$ cat src/rtl/omp_pkg.sv
// omp_pkg: shared encodings for the OMP bank controller.
//   SEL_Q / SEL_X     : h_sel load target encodings
//   SEL_V / SEL_SUPP  : rd_sel readback source encodings
//   ERR_*             : bit positions in the sticky err vector
//   state_e           : run-control FSM states
//   omp_log2          : ceil(log2(n)) for elaboration-time widths
package omp_pkg;

  localparam logic SEL_Q    = 1'b0;
  localparam logic SEL_X    = 1'b1;
  localparam logic SEL_V    = 1'b0;
  localparam logic SEL_SUPP = 1'b1;

  localparam int ERR_W      = 3;
  localparam int ERR_QOVF   = 0;
  localparam int ERR_XOVF   = 1;
  localparam int ERR_RDBUSY = 2;

  typedef enum logic [1:0] {
    IDLE = 2'd0,
    RUN  = 2'd1,
    DONE = 2'd2
  } state_e;

  function automatic int omp_log2(input int unsigned n);
    int r;
    r = 0;
    for (int i = 0; i < 32; i++) begin
      if ((64'd1 << i) < 64'(n)) r = i + 1;
    end
    return r;
  endfunction

endpackage

$ cat src/rtl/omp_bank_ctrl_if.sv
// omp_bank_ctrl_if: all host, memory and HLS-core signals of the bank
// controller bundled in one interface.
//   slave  : the controller (drives h_ready, status, memory ports, readback)
//   master : the environment (host bus, RAM read data, HLS core handshake)
interface omp_bank_ctrl_if #(
  parameter int P   = 16,
  parameter int DW  = 32,
  parameter int QAW = 11,
  parameter int XAW = 8,
  parameter int RAW = 7
);
  import omp_pkg::*;

  // host load stream and control
  logic             h_valid;
  logic             h_ready;
  logic             h_sel;
  logic [DW-1:0]    h_data;
  logic             h_clr;
  logic             start;
  logic             busy;
  logic             done;
  logic [ERR_W-1:0] err;
  logic             host_own;
  // memory write ports
  logic [P-1:0]     q_we;
  logic [QAW-1:0]   q_addr;
  logic [DW-1:0]    q_din;
  logic             x_we;
  logic [XAW-1:0]   x_addr;
  logic [DW-1:0]    x_din;
  // HLS core handshake
  logic             core_start;
  logic             core_done;
  logic             core_idle;
  // readback
  logic             rd_req;
  logic             rd_sel;
  logic [RAW-1:0]   rd_addr;
  logic [RAW-1:0]   rb_addr;
  logic [DW-1:0]    v_q;
  logic [DW-1:0]    supp_q;
  logic             rd_valid;
  logic [DW-1:0]    rd_data;

  modport slave (
    input  h_valid, h_sel, h_data, h_clr, start,
    input  core_done, core_idle,
    input  rd_req, rd_sel, rd_addr, v_q, supp_q,
    output h_ready, busy, done, err, host_own,
    output q_we, q_addr, q_din, x_we, x_addr, x_din,
    output core_start, rb_addr, rd_valid, rd_data
  );

  modport master (
    output h_valid, h_sel, h_data, h_clr, start,
    output core_done, core_idle,
    output rd_req, rd_sel, rd_addr, v_q, supp_q,
    input  h_ready, busy, done, err, host_own,
    input  q_we, q_addr, q_din, x_we, x_addr, x_din,
    input  core_start, rb_addr, rd_valid, rd_data
  );

endinterface

$ cat src/rtl/omp_load_addr.sv
// omp_load_addr: saturating load-address counter with an AW+1 bit count.
// The MSB is the full flag (count == 2^AW); o_idx is the in-range index.
//   clk, rst_n : clock, async active-low reset
//   i_clr      : zero the counter (wins over i_inc)
//   i_inc      : a word is offered at the current index
//   o_idx      : current write index
//   o_wr       : word accepted at o_idx (counter advances)
//   o_ovf      : word offered while full (dropped, counter holds)
module omp_load_addr #(
  parameter int AW = 4
) (
  input  logic          clk,
  input  logic          rst_n,
  input  logic          i_clr,
  input  logic          i_inc,
  output logic [AW-1:0] o_idx,
  output logic          o_wr,
  output logic          o_ovf
);

  logic [AW:0] r_cnt;
  logic        w_full;

  assign w_full = r_cnt[AW];
  assign o_idx  = r_cnt[AW-1:0];
  assign o_wr   = i_inc & ~i_clr & ~w_full;
  assign o_ovf  = i_inc & ~i_clr & w_full;

  // once the MSB is set the low bits are zero and no further increment
  // happens, so the count saturates at exactly 2^AW
  always_ff @(posedge clk or negedge rst_n) begin
    if (!rst_n) begin
      r_cnt <= '0;
    end else if (i_clr) begin
      r_cnt <= '0;
    end else if (o_wr) begin
      r_cnt <= r_cnt + 1'b1;
    end
  end

endmodule

$ cat src/rtl/omp_bank_ctrl.sv
// omp_bank_ctrl: host-side controller for the OMP accelerator.
// Loads Q (interleaved across P banks) and X from a valid/ready stream,
// runs the HLS core through core_start/core_done, and serves pipelined
// V/supp readback with a fixed two-cycle latency.
//   clk, rst_n : clock, async active-low reset (also resets the core)
//   bus        : omp_bank_ctrl_if.slave, host/memory/core signals
//
// state | meaning
// IDLE  | memories owned by host, no run since reset or h_clr
// RUN   | core running, host loads and readback blocked
// DONE  | last run finished, results readable, host owns memories
module omp_bank_ctrl
  import omp_pkg::*;
#(
  parameter int P   = 16,
  parameter int DW  = 32,
  parameter int QAW = 11,
  parameter int XAW = 8,
  parameter int RAW = 7
) (
  input  logic              clk,
  input  logic              rst_n,
  omp_bank_ctrl_if.slave    bus
);

  localparam int LP  = omp_log2(P);
  localparam int QIW = LP + QAW;

  state_e           r_state;
  logic             r_h_ready;
  logic             r_busy;
  logic             r_done;
  logic             r_host_own;
  logic             r_core_start;
  logic [ERR_W-1:0] r_err;

  logic [P-1:0]     r_q_we;
  logic [QAW-1:0]   r_q_addr;
  logic [DW-1:0]    r_q_din;
  logic             r_x_we;
  logic [XAW-1:0]   r_x_addr;
  logic [DW-1:0]    r_x_din;

  logic             r_rd_p1;
  logic             r_rd_valid;
  logic             r_sel_p1;
  logic             r_sel_p2;
  logic [RAW-1:0]   r_rb_addr;

  logic             w_host_side;
  logic             w_clr;
  logic             w_xfer;
  logic             w_q_inc;
  logic             w_x_inc;
  logic             w_q_wr;
  logic             w_q_ovf;
  logic             w_x_wr;
  logic             w_x_ovf;
  logic             w_rd_acc;
  logic [QIW-1:0]   w_q_idx;
  logic [QIW-1:0]   w_q_bank;
  logic [QAW-1:0]   w_q_row;
  logic [XAW-1:0]   w_x_idx;

  assign w_host_side = (r_state != RUN);
  assign w_clr       = bus.h_clr & w_host_side;
  assign w_xfer      = bus.h_valid & r_h_ready;
  assign w_q_inc     = w_xfer & (bus.h_sel == SEL_Q);
  assign w_x_inc     = w_xfer & (bus.h_sel == SEL_X);
  assign w_rd_acc    = bus.rd_req & w_host_side;

  omp_load_addr #(.AW(QIW)) u_q_cnt (
    .clk   (clk),
    .rst_n (rst_n),
    .i_clr (w_clr),
    .i_inc (w_q_inc),
    .o_idx (w_q_idx),
    .o_wr  (w_q_wr),
    .o_ovf (w_q_ovf)
  );

  omp_load_addr #(.AW(XAW)) u_x_cnt (
    .clk   (clk),
    .rst_n (rst_n),
    .i_clr (w_clr),
    .i_inc (w_x_inc),
    .o_idx (w_x_idx),
    .o_wr  (w_x_wr),
    .o_ovf (w_x_ovf)
  );

  // flat index n -> bank n mod P, row n / P (P is a power of two)
  assign w_q_bank = w_q_idx & QIW'(P - 1);
  assign w_q_row  = QAW'(w_q_idx >> LP);

  always_ff @(posedge clk or negedge rst_n) begin
    if (!rst_n) begin
      r_state      <= IDLE;
      r_h_ready    <= 1'b1;
      r_busy       <= 1'b0;
      r_done       <= 1'b0;
      r_host_own   <= 1'b1;
      r_core_start <= 1'b0;
      r_err        <= '0;
    end else begin
      case (r_state)
        IDLE, DONE: begin
          if (w_clr) begin
            r_done <= 1'b0;
            r_err  <= '0;
          end
          if (w_q_ovf) r_err[ERR_QOVF] <= 1'b1;
          if (w_x_ovf) r_err[ERR_XOVF] <= 1'b1;
          if (bus.start) begin
            r_state      <= RUN;
            r_done       <= 1'b0;
            r_busy       <= 1'b1;
            r_host_own   <= 1'b0;
            r_h_ready    <= 1'b0;
            r_core_start <= 1'b1;
          end
        end
        RUN: begin
          if (bus.rd_req) r_err[ERR_RDBUSY] <= 1'b1;
          // ap_start is held until the core has visibly left idle
          if (r_core_start && !bus.core_idle) r_core_start <= 1'b0;
          if (bus.core_done) begin
            r_state      <= DONE;
            r_busy       <= 1'b0;
            r_done       <= 1'b1;
            r_host_own   <= 1'b1;
            r_h_ready    <= 1'b1;
            r_core_start <= 1'b0;
          end
        end
        default: r_state <= IDLE;
      endcase
    end
  end

  always_ff @(posedge clk or negedge rst_n) begin
    if (!rst_n) begin
      r_q_we   <= '0;
      r_q_addr <= '0;
      r_q_din  <= '0;
      r_x_we   <= 1'b0;
      r_x_addr <= '0;
      r_x_din  <= '0;
    end else begin
      r_q_we <= '0;
      r_x_we <= 1'b0;
      if (w_q_wr) begin
        r_q_we   <= P'(1) << w_q_bank;
        r_q_addr <= w_q_row;
        r_q_din  <= bus.h_data;
      end
      if (w_x_wr) begin
        r_x_we   <= 1'b1;
        r_x_addr <= w_x_idx;
        r_x_din  <= bus.h_data;
      end
    end
  end

  // rb_addr is registered at t, the RAM registers its output at t+1, so the
  // RAM output register is already valid when rd_valid rises at t+2. A
  // request accepted just before a start still completes for that reason.
  always_ff @(posedge clk or negedge rst_n) begin
    if (!rst_n) begin
      r_rb_addr  <= '0;
      r_rd_p1    <= 1'b0;
      r_rd_valid <= 1'b0;
      r_sel_p1   <= 1'b0;
      r_sel_p2   <= 1'b0;
    end else begin
      r_rd_p1    <= w_rd_acc;
      r_rd_valid <= r_rd_p1;
      r_sel_p2   <= r_sel_p1;
      if (w_rd_acc) begin
        r_rb_addr <= bus.rd_addr;
        r_sel_p1  <= bus.rd_sel;
      end
    end
  end

  assign bus.h_ready    = r_h_ready;
  assign bus.busy       = r_busy;
  assign bus.done       = r_done;
  assign bus.err        = r_err;
  assign bus.host_own   = r_host_own;
  assign bus.q_we       = r_q_we;
  assign bus.q_addr     = r_q_addr;
  assign bus.q_din      = r_q_din;
  assign bus.x_we       = r_x_we;
  assign bus.x_addr     = r_x_addr;
  assign bus.x_din      = r_x_din;
  assign bus.core_start = r_core_start;
  assign bus.rb_addr    = r_rb_addr;
  assign bus.rd_valid   = r_rd_valid;
  assign bus.rd_data    = r_rd_valid ? ((r_sel_p2 == SEL_SUPP) ? bus.supp_q : bus.v_q) : '0;

endmodule

$ cat src/flat_wrapper.sv
// flat-port wrapper written by rule: the top's interface ports become plain ports
module omp_bank_ctrl_flat import omp_pkg::*;
#(
  parameter int P   = 16,
  parameter int DW  = 32,
  parameter int QAW = 11,
  parameter int XAW = 8,
  parameter int RAW = 7
)
  (clk, rst_n, bus_h_valid, bus_h_sel, bus_h_data, bus_h_clr, bus_start, bus_core_done, bus_core_idle, bus_rd_req, bus_rd_sel, bus_rd_addr, bus_v_q, bus_supp_q, bus_h_ready, bus_busy, bus_done, bus_err, bus_host_own, bus_q_we, bus_q_addr, bus_q_din, bus_x_we, bus_x_addr, bus_x_din, bus_core_start, bus_rb_addr, bus_rd_valid, bus_rd_data);
  omp_bank_ctrl_if #(.P(P), .DW(DW), .QAW(QAW), .XAW(XAW), .RAW(RAW)) bus_i ();
  input  logic clk;
  input  logic rst_n;
  input wire logic [$bits(bus_i.h_valid)-1:0] bus_h_valid;
  input wire logic [$bits(bus_i.h_sel)-1:0] bus_h_sel;
  input wire logic [$bits(bus_i.h_data)-1:0] bus_h_data;
  input wire logic [$bits(bus_i.h_clr)-1:0] bus_h_clr;
  input wire logic [$bits(bus_i.start)-1:0] bus_start;
  input wire logic [$bits(bus_i.core_done)-1:0] bus_core_done;
  input wire logic [$bits(bus_i.core_idle)-1:0] bus_core_idle;
  input wire logic [$bits(bus_i.rd_req)-1:0] bus_rd_req;
  input wire logic [$bits(bus_i.rd_sel)-1:0] bus_rd_sel;
  input wire logic [$bits(bus_i.rd_addr)-1:0] bus_rd_addr;
  input wire logic [$bits(bus_i.v_q)-1:0] bus_v_q;
  input wire logic [$bits(bus_i.supp_q)-1:0] bus_supp_q;
  output wire logic [$bits(bus_i.h_ready)-1:0] bus_h_ready;
  output wire logic [$bits(bus_i.busy)-1:0] bus_busy;
  output wire logic [$bits(bus_i.done)-1:0] bus_done;
  output wire logic [$bits(bus_i.err)-1:0] bus_err;
  output wire logic [$bits(bus_i.host_own)-1:0] bus_host_own;
  output wire logic [$bits(bus_i.q_we)-1:0] bus_q_we;
  output wire logic [$bits(bus_i.q_addr)-1:0] bus_q_addr;
  output wire logic [$bits(bus_i.q_din)-1:0] bus_q_din;
  output wire logic [$bits(bus_i.x_we)-1:0] bus_x_we;
  output wire logic [$bits(bus_i.x_addr)-1:0] bus_x_addr;
  output wire logic [$bits(bus_i.x_din)-1:0] bus_x_din;
  output wire logic [$bits(bus_i.core_start)-1:0] bus_core_start;
  output wire logic [$bits(bus_i.rb_addr)-1:0] bus_rb_addr;
  output wire logic [$bits(bus_i.rd_valid)-1:0] bus_rd_valid;
  output wire logic [$bits(bus_i.rd_data)-1:0] bus_rd_data;
  assign bus_i.h_valid = bus_h_valid;
  assign bus_i.h_sel = bus_h_sel;
  assign bus_i.h_data = bus_h_data;
  assign bus_i.h_clr = bus_h_clr;
  assign bus_i.start = bus_start;
  assign bus_i.core_done = bus_core_done;
  assign bus_i.core_idle = bus_core_idle;
  assign bus_i.rd_req = bus_rd_req;
  assign bus_i.rd_sel = bus_rd_sel;
  assign bus_i.rd_addr = bus_rd_addr;
  assign bus_i.v_q = bus_v_q;
  assign bus_i.supp_q = bus_supp_q;
  assign bus_h_ready = bus_i.h_ready;
  assign bus_busy = bus_i.busy;
  assign bus_done = bus_i.done;
  assign bus_err = bus_i.err;
  assign bus_host_own = bus_i.host_own;
  assign bus_q_we = bus_i.q_we;
  assign bus_q_addr = bus_i.q_addr;
  assign bus_q_din = bus_i.q_din;
  assign bus_x_we = bus_i.x_we;
  assign bus_x_addr = bus_i.x_addr;
  assign bus_x_din = bus_i.x_din;
  assign bus_core_start = bus_i.core_start;
  assign bus_rb_addr = bus_i.rb_addr;
  assign bus_rd_valid = bus_i.rd_valid;
  assign bus_rd_data = bus_i.rd_data;
  omp_bank_ctrl #(.P(P), .DW(DW), .QAW(QAW), .XAW(XAW), .RAW(RAW)) u_core (.clk(clk), .rst_n(rst_n), .bus(bus_i));
endmodule
$ cat config.mk
export PLATFORM = sky130hd
export DESIGN_NAME = omp_bank_ctrl_flat
export DESIGN_NICKNAME = d
export VERILOG_FILES = /design/src/rtl/omp_pkg.sv /design/src/rtl/omp_bank_ctrl_if.sv /design/src/rtl/omp_load_addr.sv /design/src/rtl/omp_bank_ctrl.sv /design/src/flat_wrapper.sv
export SDC_FILE = /design/constraint.sdc
export NUM_CORES = 1
export LEC_CHECK = 0
export CELL_PAD_IN_SITES_DETAIL_PLACEMENT = 0
export CELL_PAD_IN_SITES_GLOBAL_PLACEMENT = 2
export CORE_ASPECT_RATIO = 0.75
export CORE_MARGIN = 2
export CORE_UTILIZATION = 26
export DETAILED_ROUTE_END_ITERATION = 8
export HOLD_SLACK_MARGIN = 0.08
export PLACE_DENSITY_LB_ADDON = 0.1
export SLEW_MARGIN = 5
export SYNTH_ARGS = -nofsm -noshare
export SYNTH_HDL_FRONTEND = slang
export SYNTH_SLANG_ARGS = --single-unit
$ cat constraint.sdc
create_clock -name clk -period 2.1 [get_ports clk]
set_input_delay 0.315 -clock clk [delete_from_list [all_inputs] [get_ports clk]]
set_output_delay 0.315 -clock clk [all_outputs]
set_load 0.05 [all_outputs]
; Word-level counts from Yosys, hierarchy flattened
; Cells that the tools add are included.
[totals]
ff_bits = 145
inputBits = 113
[op_classes]
n_reduce_logical = 16
mux = 28
shifts = 1
add_sub_neg = 2
n_bitwise = 15
n_eq_ne = 9
[ops]
columns = cell, n
row1 = 2-to-1 mux 32 bit, 2
row2 = 2-to-1 mux 16 bit, 3
row3 = 2-to-1 mux 9 bit, 2
row4 = "adder 16 x 1 -> 16 bit, second input constant", 1
row5 = "left shift 1 x 4 -> 16 bit, first input constant", 1
row6 = 2-to-1 mux 1 bit, 12
row7 = AND reduction 3 bit, 4
row8 = AND 1 bit, 11
row9 = case mux 1 bit (2 select lines), 5
row10 = nonzero test 2 bit, 5
row11 = "adder 9 x 1 -> 9 bit, second input constant", 1
row12 = "inequality test 2 bit, second input constant", 4
row13 = AND reduction 2 bit, 3
row14 = 2-to-1 mux 2 bit, 2
row15 = NOT 1 bit, 4
row16 = case mux 2 bit (2 select lines), 1
row17 = 2-to-1 mux 3 bit, 1
row18 = "inequality test 3 x 2 -> 1 bit, second input constant", 1
row19 = "inequality test 3 bit, second input constant", 1
row20 = "equality test 2 x 1 -> 1 bit, second input constant", 1
row21 = "equality test 2 bit, second input constant", 1
row22 = zero test 2 bit, 1
row23 = "inequality test 2 x 1 -> 1 bit, second input constant", 1
row24 = OR reduction 2 bit, 1
row25 = 2 further kinds, 2

; Depth between registers and ports, before layout
; Gate-level depths: netlist (run 1).
[logic_depth]
depth_word = 7
ltp_mapped = 7
mapped_depth_nobuf = 5

; Modules after synthesis
; A second synthesis (run 1) with hierarchy kept.
[unflattened]
cells_unflattened = 514
hier_area_um2 = 6585.1
[modules_own_cells]
columns = mod, n_inst, area_per_inst_um2, cells_each
row1 = omp_bank_ctrl, 1, 5031.1, 354
row2 = omp_load_addr at u_core.u_q_cnt, 1, 1006.0, 103
row3 = omp_load_addr at u_core.u_x_cnt, 1, 548.0, 57

; Worst setup path after synthesis (run 1)
; No wires, ideal clock.
[synth_timing]
kind = register -> output
start = register u_core.r_rd_valid, in the netlist u_core.bus.rd_valid
end = output port bus_rd_data[10]
slack_ns = 0.140
arrival_ns = 1.645
stages_incl_launch_ff = 3
path_cell_list = dfrtp_1 clkbuf_1 nor2b_1
[synth_between]
elab_chain_cells = 1
[synth_lines]
columns = item, line
row1 = "start, declared", omp_bank_ctrl.sv:45  ; logic r_rd_valid;
row2 = "start signal, assigned", omp_bank_ctrl.sv:177  ; r_rd_valid <= r_rd_p1;
row3 = 2-to-1 mux 32 bit, omp_bank_ctrl.sv:200  ; assign bus.rd_data = r_rd_valid ? ((r_sel_p2 == SEL_SUPP) ? bus.supp_q : bus.v_q) : '0;
row4 = "end, declared", flat_wrapper.sv:40  ; output wire logic [$bits(bus_i.rd_data)-1:0] bus_rd_data;
; No other way between the ends.

; Worst setup path after layout (run 1)
[layout_timing]
start = register u_core.r_sel_p2
end = output port bus_rd_data[30]
[layout_between]
elab_chain_cells = 2
[layout_lines]
columns = item, line
row1 = "start, declared", omp_bank_ctrl.sv:47  ; logic r_sel_p2;
row2 = "start signal, assigned", omp_bank_ctrl.sv:178  ; r_sel_p2 <= r_sel_p1;
row3 = 2-to-1 mux 32 bit (2 in a row), omp_bank_ctrl.sv:200
; No other way between the ends.

==> results of run 1 <==
-- worst max-delay path, cell delays in order, from the launching register on --
cell and delay (ns):
dfrtp_4 0.52, buf_12 0.19, mux2i_1 0.13, nor2b_1 0.21, buf_12 0.17
-- cell type report --
type                            count  area [um2]
Clock inverter                     10       98.84
Tap cell                          331       414.1
Sequential cell                   145        3633
Clock buffer                       22       454.2
Fill cell                        2268       13520
Timing Repair Buffer              296        3264
Multi-Input combinational cell    392        2595
Inverter                           14       52.55
-- power groups by stage --
stage	Combinational (mW)	Clock [mW]	Sequential, mW
2_1_floorplan	1.49	0	6.49
3_3_place_gp	6.58	0	4.04
3_5_place_dp	6.61	0	4.04
4_1_cts	6.63	2.99	4.01
5_1_grt	6.92	3.12	4.09
6_report	6.60	2.89	3.98
-- worst max path at each step --
stage	start	to	slack (ns)	depth (start not counted)
floorplan	u_core.bus.rd_valid	bus_rd_data[10]	0.14	2
global placement	bus_h_sel	u_core.bus.q_din[14]	-0.08	5
detailed placement	bus_h_sel	u_core.bus.q_din[29]	-0.1	5
CTS	u_core.r_sel_p2	bus_rd_data[27]	0.01	4
global route	u_core.r_sel_p2	bus_rd_data[6]	0.07	4
finish	u_core.r_sel_p2	bus_rd_data[30]	0.14	4
-- sequential cells by signal (all words and copies together) (netlist names) --
| signal | flops |
|---|---|
| u_core.r_rd_p1 | 1 |
| u_core.bus.h_ready | 1 |
| u_core.bus.busy | 1 |
| u_core.u_x_cnt.r_cnt | 9 |
| u_core.bus.q_addr | 11 |
| u_core.r_sel_p2 | 1 |
| u_core.bus.x_addr | 8 |
| u_core.bus.x_din | 32 |
| u_core.bus.rb_addr | 7 |
| u_core.r_state | 2 |
| u_core.bus.core_start | 1 |
| u_core.bus.x_we | 1 |
| u_core.bus.err | 3 |
| u_core.bus.rd_valid | 1 |
| u_core.u_q_cnt.r_cnt | 16 |
| u_core.bus.done | 1 |
| u_core.r_sel_p1 | 1 |
| u_core.bus.q_din | 32 |
| u_core.bus.q_we | 16 |
-- logic make-up after synthesis --
| kind of cell | count (synthesis) |
|---|---|
| buf+inv | 43 |
| fa+ha+maj | 7 |
| simple gates | 246 |
| compound gates | 42 |
| mux | 88 |
| flops | 145 |
| xor+xnor | 9 |
-- cells in the final DEF, fill, tap and decap left out, drive strengths merged, types with 8 or more instances in the layout --
cell type	instances
clkdlybuf4s50	224
dfrtp	144
nand2	142
buf	71
mux2	51
mux2i	37
nor2b	35
nor2	24
clkbuf	22
inv	18
and3	16
a21oi	13
nand3	10
xnor2	8
o21ai	8
-- per-layer routing --
layer | track usage | up-vias | wire, um
met4 | 0.02882 | 0 | 123
met5 | 0 | - | 0
li1 | - | 2529 | -
met2 | 0.2304 | 167 | 8718
met1 | 0.2082 | 2535 | 9106
met3 | 0.06386 | 8 | 1775
-- through the flow --
| step | area (um2) | setup TNS (ns) | instances |
|---|---|---|---|
| 2_1_floorplan | 6380 | 0 | 580 |
| 3_3_place_gp | 9912 | -2.255 | 1176 |
| 3_5_place_dp | 9912 | -3.266 | 1176 |
| 4_1_cts | 10480 | 0 | 1209 |
| 5_1_grt | 10510 | 0 | 1210 |
| 6_report | 10510 | 0 | 1210 |
-- what timing repair did --
action / in CTS / in global routing
gates resized for setup: 0 / 12
hold endpoints to repair: 44 / 0
hold buffers: 1 / 0
endpoints found under the setup margin: 0 / 21
buffers inserted: 0 / 1
==> results.txt, run 1 <==
----------------------------------------------------
[STA]
  Unrepaired setup endpoints after global routing ... no
  Hold WS ... roughly 0.36 ns
  Final setup fails ... 0
  Time the worst path needs with I/O delays and setup ... approximately 2.0 ns
  Number of endpoints with negative hold slack in the final report ... 0
  Period Utilization, post-route ... 0.9323
  Transition time of the tightest slew-check pin ... 0.6045 ns
  Clk_skew ... about 0.013 ns
  Timing-limited maximum frequency ... around 0.51 GHz
  Worst setup margin ... 0.1422 ns
  Remaining max-slew budget at the tightest pin ... 0.5957
  Number of pins exceeding their max-slew limit in the final report ... 0

[Clocking]
  Root buffer selected by CTS ... clkbuf_16
  Num Clock Sinks ... ~150
  Clock tree from TritonCTS ... built
  Clock-pin slew on the worst setup and hold paths ... approximately 0.06 ns
  Clock latency on the worst-skew pair ... 0.41 ns
  Number of H-tree branching levels ... 4
  Clock Path Buffers ... 2
  Total CTS buffers ... 17

[Power and ir drop]
  Share of total power consumed by net switching ... 0.4325
  Combinational Power Share ... 0.490
  Internal portion of total power ... around 7.6 mW
  Switching component of the power ... 5.827 mW
  Power Dens Cells ... about 1300 nW/um2
  Clock network fraction of total power ... 0.215
  Reg power frac ... 0.296
  Max VDD drop ... 0.0009813 V
  Reported leakage power ... ~4.7 nW
  Power, Total ... 13.47 mW

[Floorplanning]
  Overall die width ... ~180 um
  Top-Level Pins ... between 200 and 300
  Initial core utilization ... 0.2655
  Total die area ... around 26,000 um2
  Core region area ... 24,030 um2
  Std cell rows ... between 40 and 50
  Height of the die ... approximately 140 um

[Yosys]
  Number of enable-type register cells in the synthesized netlist ... 0
  Proportion of synthesized chip area in sequential cells ... 0.5689
  Post-synthesis compound-gate area fraction ... 0.04726
  Syn Area/Cell ... 11.00 um2
  Count leader, synth ... dfrtp_1
  Net count after synthesis ... 700
  Top post-synthesis cells by count ... 144 x dfrtp_1, 142 x nand2_1, 48 x mux2_2, 37 x mux2i_1, 35 x nor2b_1
  Top area cells in the synthesized netlist ... dfrtp_1 56%, mux2_2 8.5%, nand2_1 8.4%
  Area share of xor/xnor cells in the synthesized design ... 0.01236
  Cell type with the highest aggregate area in the netlist ... dfrtp_1
  Synth Flop Type ... dfrtp_1
  Synth Warn # ... 0
  Post-synthesis share of cell area spent on and, or, nand and nor gates ... 0.1796
  Post-Synth Adder-Cell Area ... 0.01373
  Number of library cell types mapped by synthesis ... 44
  Combinational family with the most area after synthesis ... simple AND/OR/NAND/NOR gates
  Number of flip-flops and latches in the synthesized netlist ... approximately 150
  Share of flip-flops with an asynchronous set or reset after synthesis ... 1.000
  Share of the synthesized area in the top cell type ... 0.5648
  Fraction of synthesized area in multiplexers ... 0.1481
  Gate count after technology mapping ... just under 600
  Area of the mapped netlist ... between 6000 and 7000 um2

[Detailed routing]
  Final routed wirelength across all metal layers ... ~20 mm
  Post-route DRC violation count ... 0
  DRT iter0 DRCs ... around 230
  Number of antenna-violating nets in the routed design ... 0
  Total vias in the final route ... 5,239
  First-pass iteration count of the detailed router ... 4
  DR vias/cell ... 4.330
  Detail-routed net length per standard cell ... 16.30 um

[Worst setup path]
  Critical path launch point type ... flip-flop
  Critical path class ... flip-flop to output pin
  Worst EP required ... 1.78 ns
  Critical Path Sink Type ... output pin
  Highest fanout seen on the critical path ... 22
  R2r endpoint ... u_core.u_q_cnt.r_cnt[12]
  Setup slack of the most critical reg-to-reg path ... roughly 0.18 ns
  Arrival @ worst endpoint ... between 1.5 and 2 ns
  FF-to-FF Start ... u_core.r_state[0]
  Register-to-Register Path Depth ... 6

[Min path]
  Origin of the worst min-delay path ... u_core.r_rd_p1
  Number of stages on the worst hold path ... 0
  Worst hold-check path type ... flip-flop to flip-flop
  End point of the worst hold path ... u_core.bus.rd_valid

[Run status]
  Outcome ... finished, final reports clean

[GRT]
  Initial antenna violation count ... 0
  GR Overflow Total ... 0
  Wire length of the first global-routing pass ... ~31 mm
  Maximum number of pins on one net before global-route repair ... 49
  Number of global-route vias before repair ... roughly 5.4k
  Overall global routing resource usage ... 0.1534

[Finish]
  Nets ... a little under 1k
  Area Overhead vs Synth ... 64.78%
  Antenna fix cells ... 0
  Share of final-layout standard cells stronger than drive strength 1 ... 0.1923
  Final core utilization ... 0.4374

[Placed design]
  DP Wirelength ... 14.75 mm
  Routability congestion estimate from global placement ... ~0.76
  Input/output buffers ... 260
  Worst setup slack before clock tree synthesis ... -0.09626 ns

[Job]
  Max capacitance violation total ... 0

----------------------------------------------------
Power figures use the tool's default switching activity.
==> inputs of run 2 (changes only) <==
Settings changed: PLACE_DENSITY_LB_ADDON 0.1 to 0.05.
==> run 2 against run 1 <==
Effect of this change: via count rose by 0.17%; worst setup slack better by 0.020 ns; flip-flop and latch count unchanged; global-route usage increased by 0.16 points; register-to-register slack better by 0.05 ns; fmax up 1.0%; hold slack got worse by 0.0087 ns; die area did not move; utilization is 0.37 points lower; largest power group unchanged; power down 0.39%.
==> results.txt, run 2 (synthesis results as in run 1) <==
----------------------------------------------------
[Run status]
  Outcome ... finished, final reports clean

[Floorplanning]
  Core region area ... 24,030 um2 (unchanged)
  Std cell rows ... 49 (unchanged)
  Initial core utilization ... 0.2655 (unchanged)
  Overall die width ... 184.9 um (unchanged)
  Top-Level Pins ... 261 (unchanged)
  Height of the die ... 139.7 um (unchanged)
  Total die area ... 25,820 um2 (unchanged)

[Clocking]
  Clock Path Buffers ... 2 (unchanged)
  Total CTS buffers ... 17 (unchanged)
  Post-CTS Setup Repair Bufs ... 0 (unchanged)
  Clock latency on the worst-skew pair ... 0.41 ns (about the same)
  Clock-pin slew on the worst setup and hold paths ... 0.07 ns (about the same)
  Clock tree from TritonCTS ... built
  Num Clock Sinks ... 145 (unchanged)
  Number of H-tree branching levels ... 4 (unchanged)
  Root buffer selected by CTS ... clkbuf_16

[Finish]
  Most common cell after layout, fill and taps aside ... clkdlybuf4s50_1
  Highest-count cells in the layout ignoring fill and taps ... 224 x clkdlybuf4s50_1, 144 x dfrtp_1, 142 x nand2_1, 48 x mux2_2, 37 x mux2i_1
  Area Overhead vs Synth ... 63.38%
  Nets ... 980 (-0.61%)
  Antenna fix cells ... 0 (unchanged)
  Share of final-layout standard cells stronger than drive strength 1 ... 0.1775 (-0.01472)
  Final instance area ... 10,420 um2 (-0.85%)

[Detailed routing]
  DR vias/cell ... 4.359 (+0.67%)
  Met2 routed wirelength ... 9.196 mm (+5.5%)
  Post-route DRC violation count ... 0 (unchanged)
  Highest metal layer with signal wires ... met4
  Number of antenna-violating nets in the routed design ... 0 (unchanged)
  Total vias in the final route ... 5,248 (+0.17%)
  Total length of routed met3 wires ... 1.743 mm (-1.8%)
  Length of routed wiring on met1 ... 8.954 mm (-1.7%)
  Final routed wirelength across all metal layers ... 20.07 mm (+1.7%)
  Detail-routed net length per standard cell ... 16.67 um (+2.2%)
  First-pass iteration count of the detailed router ... 4 (unchanged)
  DRT iter0 DRCs ... 180 (-20%)

[STA]
  Final setup fails ... 0 (unchanged)
  Period Utilization, post-route ... 0.9229 (-0.009340)
  Worst setup margin ... 0.1618 ns (+0.01961 ns)
  Remaining max-slew budget at the tightest pin ... 0.6195 (+0.02372)
  Transition time of the tightest slew-check pin ... 0.5690 ns (-0.03547 ns)
  Timing-limited maximum frequency ... 0.5160 GHz (+1.0%)
  Clk_skew ... 0.009866 ns (-0.003405 ns)
  Unrepaired setup endpoints after global routing ... no
  Number of endpoints with negative hold slack in the final report ... 0 (unchanged)
  Time the worst path needs with I/O delays and setup ... 1.938 ns (-0.01961 ns)
  Number of pins exceeding their max-slew limit in the final report ... 0 (unchanged)
  Final-layout setup total negative slack ... 0 ns (unchanged)

[Job]
  Max capacitance violation total ... 0 (unchanged)

[GRT]
  Number of global-route vias before repair ... 5,323 (-0.95%)
  Maximum number of pins on one net before global-route repair ... 53 (+8.2%)
  Wire length of the first global-routing pass ... 30.77 mm (about the same)
  Overall global routing resource usage ... 0.1550 (+0.001608)
  GR Overflow Total ... 0 (unchanged)
  Initial antenna violation count ... 0 (unchanged)

[Worst setup path]
  Crit path max-delay cell type ... clkdlybuf4s50_1
  Critical path class ... flip-flop to output pin
  Worst EP required ... 1.78 ns (about the same)
  Setup slack of the most critical reg-to-reg path ... 0.23 ns (+0.05 ns)
  Highest fanout seen on the critical path ... 2 (-91%)
  CP Cell Sequence ... clkdlybuf4s50_1
  FF-to-FF Start ... u_core.u_q_cnt.r_cnt[15]
  Critical path launch point type ... flip-flop
  Number of buffers and inverters on the critical path ... 1 (-1)
  Cell family with most CP delay ... buffers and inverters
  Register-to-Register Path Depth ... 4 (-2)
  R2r endpoint ... u_core.bus.q_din[24]
  Critical Path Sink Type ... output pin
  Arrival @ worst endpoint ... 1.62 ns (-0.02 ns)
  Largest stage delay on the critical path ... 0.86 ns (+0.34 ns)

[Placed design]
  Input/output buffers ... 260 (unchanged)
  Worst setup slack before clock tree synthesis ... -0.08486 ns (+0.01140 ns)
  DP Wirelength ... 14.80 mm (+0.35%)
  Routability congestion estimate from global placement ... 0.7779 (+2.9%)
  Post-place instance area ... 9848 um2 (-0.64%)

[Min path]
  End point of the worst hold path ... u_core.bus.rd_valid
  Number of stages on the worst hold path ... 0 (unchanged)
  Worst hold-check path type ... flip-flop to flip-flop
  Origin of the worst min-delay path ... u_core.r_rd_p1

[Power and ir drop]
  Power Dens Cells ... 1287 nW/um2 (+0.46%)
  Max VDD drop ... 0.0008161 V (-17%)
  Reported leakage power ... 4.685 nW (-0.69%)

----------------------------------------------------
==> run 2: cell count changes in the layout (fill, tap and decap cells not counted), sizes merged <==
cell	previous run	this run
inv	18	23
buf	71	65
bufinv	1	0
clkinv	3	2
clkbuf	22	19
==> run 2: timing repair <==
action                    CTS  global route
hold endpoints to repair   47             0
hold buffers                1             0
gates resized for setup     0             0
==> run 2: worst max-delay path by stage <==
stage,start,endpoint,cells after the start
floorplan,u_core.bus.rd_valid,bus_rd_data[10],2
global placement,bus_h_sel,u_core.bus.q_din[16],5
detailed placement,bus_h_sel,u_core.bus.q_din[24],5
CTS,u_core.r_sel_p2,bus_rd_data[8],4
global route,u_core.r_sel_p2,bus_rd_data[8],4
finish,u_core.bus.x_addr[3],bus_x_addr[3],1
==> run 2: where the power goes <==
part | leakage [nW] | internal (mW) | switching (mW) | total [mW]
registers | 1.87 | 3.54 | 0.419 | 3.96
logic | 2.53 | 2.38 | 4.18 | 6.55
clock network | 0.276 | 1.62 | 1.28 | 2.90
==> run 2: per-stage QoR <==
| step | util | instances | power (mW) | hold slack [ns] |
|---|---|---|---|---|
| after floorplan | - | 580 | 7.981 | 0.01941 |
| after global placement | 0.4098 | 1171 | 10.61 | 0.2977 |
| after detailed placement | 0.4098 | 1171 | 10.65 | 0.3041 |
| after CTS | 0.4337 | 1204 | 13.65 | 0.3525 |
| after global routing | 0.4337 | 1204 | 14.09 | 0.3518 |
| final | 0.4337 | 1204 | 13.42 | 0.3503 |
==> run 2: layer usage <==
metal / up-vias / GRT usage
met2: 163 / 0.2423
met4: 0 / 0.03008
li1: 2521 / -
met3: 8 / 0.06438
met1: 2556 / 0.2022
met5: - / 0
==> run 2: area by class of cell <==
class | count | area [um2]
fill | 2276 | 13610
sequential | 145 | 3630
timing repair buffer | 290 | 3194
multi-input combinational | 392 | 2567
clock buffer | 19 | 452.9
tap | 331 | 414.1
clock inverter | 13 | 112.6
inverter | 14 | 52.55
==> inputs of run 3 (changes only) <==
--- a/constraint.sdc
+++ b/constraint.sdc
@@ -3,2 +3,2 @@
 set_output_delay 0.315 -clock clk [all_outputs]
-set_load 0.05 [all_outputs]
+set_load 0.005 [all_outputs]
==> run 3 against run 2 <==
Effect of this change: combinational power decreased by 46%; via count increased by 0.36%; flip-flop and latch count unchanged; wire length decreased by 0.21%; cell count increased by 0.42%; cell area decreased by 1.7%; critical endpoint is now bus_rd_data[6].
==> results.txt, run 3 (synthesis results as in run 1) <==
----------------------------------------------------
[Power and ir drop]
  Combinational Power Share ... 0.338 (-0.150)
  Share of total power consumed by net switching ... 0.2900 (-0.1481)
  Reported leakage power ... 4.932 nW (+5.3%)
  Internal portion of total power ... 7.448 mW (-1.2%)
  Max VDD drop ... 0.0005944 V (-27%)
  Reg power frac ... 0.379 (+0.084)
  Switching component of the power ... 3.042 mW (-48%)
  Clock network fraction of total power ... 0.283 (+0.067)
  Power Dens Cells ... 1023 nW/um2 (-21%)

[STA]
  Remaining max-slew budget at the tightest pin ... 0.6634 (+0.04392)
  Worst setup margin ... 0.06531 ns (-0.09652 ns)
  Number of pins exceeding their max-slew limit in the final report ... 0 (unchanged)
  Timing-limited maximum frequency ... 0.4915 GHz (-4.7%)
  Final setup fails ... 0 (unchanged)
  Hold WS ... 0.3572 ns (+0.006874 ns)
  Period Utilization, post-route ... 0.9689 (+0.04596)
  Clk_skew ... 0.01287 ns (+0.003003 ns)
  Transition time of the tightest slew-check pin ... 0.4922 ns (-0.07683 ns)
  Unrepaired setup endpoints after global routing ... no
  Final-layout setup total negative slack ... 0 ns (unchanged)
  Number of endpoints with negative hold slack in the final report ... 0 (unchanged)
  Time the worst path needs with I/O delays and setup ... 2.035 ns (+0.09652 ns)

[Floorplanning]
  Height of the die ... 139.7 um (unchanged)
  Overall die width ... 184.9 um (unchanged)
  Std cell rows ... 49 (unchanged)
  Core region area ... 24,030 um2 (unchanged)
  Top-Level Pins ... 261 (unchanged)
  Initial core utilization ... 0.2655 (unchanged)
  Total die area ... 25,820 um2 (unchanged)

[Finish]
  Final core utilization ... 0.4265 (-0.007185)
  Area Overhead vs Synth ... 60.68%
  Filler cell count ... 2,346 (+3.1%)
  Final instance area ... 10,250 um2 (-1.7%)
  Share of final-layout standard cells stronger than drive strength 1 ... 0.1424 (-0.03518)
  Sequential cell area ... 3631 um2 (about the same)
  Highest-count cells in the layout ignoring fill and taps ... 229 x clkdlybuf4s50_1, 143 x dfrtp_1, 142 x nand2_1, 48 x mux2_2, 37 x mux2i_1
  Area used by multi-input combinational logic ... 2567 um2 (unchanged)
  Antenna fix cells ... 0 (unchanged)
  Nets ... 985 (+0.51%)
  Most common cell after layout, fill and taps aside ... clkdlybuf4s50_1

[GRT]
  Number of global-route vias before repair ... 5,227 (-1.8%)
  Wire length of the first global-routing pass ... 30.84 mm (+0.22%)
  Overall global routing resource usage ... 0.1547 (-0.0003408)
  Initial antenna violation count ... 0 (unchanged)
  GR Overflow Total ... 0 (unchanged)
  Maximum number of pins on one net before global-route repair ... 53 (unchanged)

[Placed design]
  Input/output buffers ... 260 (unchanged)
  Routability congestion estimate from global placement ... 0.7703 (-0.98%)
  Worst setup slack before clock tree synthesis ... -0.05853 ns (+0.02632 ns)
  Post-place instance area ... 9553 um2 (-3.0%)
  DP Wirelength ... 14.79 mm (about the same)

[Detailed routing]
  First-pass iteration count of the detailed router ... 4 (unchanged)
  DRT iter0 DRCs ... 226 (+26%)
  DR vias/cell ... 4.356 (about the same)
  Number of antenna-violating nets in the routed design ... 0 (unchanged)
  Total vias in the final route ... 5,267 (+0.36%)
  Post-route DRC violation count ... 0 (unchanged)
  Detail-routed net length per standard cell ... 16.56 um (-0.63%)
  Final routed wirelength across all metal layers ... 20.02 mm (-0.21%)

[Worst setup path]
  Register-to-Register Path Depth ... 5 (+1)
  Stages on worst setup path ... 4 (+3)
  Critical Path Sink Type ... output pin
  Highest fanout seen on the critical path ... 10 (+8)
  CP Cell Sequence ... buf_12 -> mux2i_1 -> nor2b_1 -> clkdlybuf4s50_1
  Crit path max-delay cell type ... clkdlybuf4s50_1
  Number of buffers and inverters on the critical path ... 2 (+1)
  Cell family with most CP delay ... buffers and inverters
  Critical path class ... flip-flop to output pin
  Largest stage delay on the critical path ... 0.50 ns (-0.36 ns)
  Arrival @ worst endpoint ... 1.72 ns (+0.10 ns)
  Worst EP required ... 1.78 ns (about the same)
  Critical path launch point type ... flip-flop

[Clocking]
  Number of H-tree branching levels ... 4 (unchanged)
  Root buffer selected by CTS ... clkbuf_16
  Total CTS buffers ... 17 (unchanged)
  Clock latency on the worst-skew pair ... 0.42 ns (about the same)
  Clock tree from TritonCTS ... built
  Num Clock Sinks ... 145 (unchanged)
  Clock-pin slew on the worst setup and hold paths ... 0.07 ns (about the same)
  Clock Path Buffers ... 2 (unchanged)

[Min path]
  Worst hold-check path type ... flip-flop to flip-flop
  Number of stages on the worst hold path ... 0 (unchanged)

[Run status]
  Outcome ... finished, final reports clean

[Job]
  Max capacitance violation total ... 0 (unchanged)

----------------------------------------------------
==> run 3: cell count changes in the layout (fill, tap and decap cells not counted), moves of 5 or more <==
cell             before  now
clkdlybuf4s50_1     224  229
dlymetal6s2s_1        0   22
buf_12               36    8
dlygate4sd2_1         0    8
==> run 3: layer usage <==
layer,track usage,wire length [um]
met5,0,0
met3,0.05444,1706
met2,0.2358,8937
met1,0.2082,9148
met4,0.04177,230
==> run 3: layout make-up <==
cell class	instances	share of cell area
clock inverters	14	0.01391
inverters	14	0.005126
well taps	331	0.04040
multi-input cells	392	0.2505
clock buffers	18	0.04186
flip-flops and latches	145	0.3542
repair buffers	295	0.2940
==> run 3: power groups by stage <==
| stage | Clock (mW) | Combinational, mW | Sequential, mW |
|---|---|---|---|
| 2_1_floorplan | 0 | 1.15 | 4.04 |
| 3_3_place_gp | 0 | 3.56 | 4.00 |
| 3_5_place_dp | 0 | 3.59 | 4.01 |
| 4_1_cts | 3.08 | 3.59 | 3.98 |
| 5_1_grt | 3.20 | 3.86 | 4.09 |
| 6_report | 2.97 | 3.55 | 3.98 |
==> run 3: final timing paths <==
kind | endpoint | startpoint | slack (ns)
max | bus_rd_data[6] | u_core.r_sel_p2 | 0.07
min | u_core.bus.rd_valid | u_core.r_rd_p1 | 0.36
max reg2reg | u_core.u_q_cnt.r_cnt[11] | u_core.bus.h_ready | 0.24
min reg2reg | u_core.bus.rd_valid | u_core.r_rd_p1 | 0.36
max in group asynchronous | u_core.bus.h_ready | rst_n | 1.04
min in group asynchronous | u_core.bus.q_we[8] | rst_n | 0.37
==> run 3: stage by stage <==
step                total power [mW]  std cells
floorplan                      5.189        580
global placement               7.561       1170
detailed placement             7.597       1170
CTS                            10.66       1203
global route                   11.15       1209
finish                         10.49       1209
==> run 3: what timing repair did <==
action                                  in CTS  in global routing
resized for setup                           12                 25
buffers inserted                             0                  6
hold buffers                                 1                  0
endpoints found under the hold margin       42                  0
endpoints found under the setup margin      32                 24
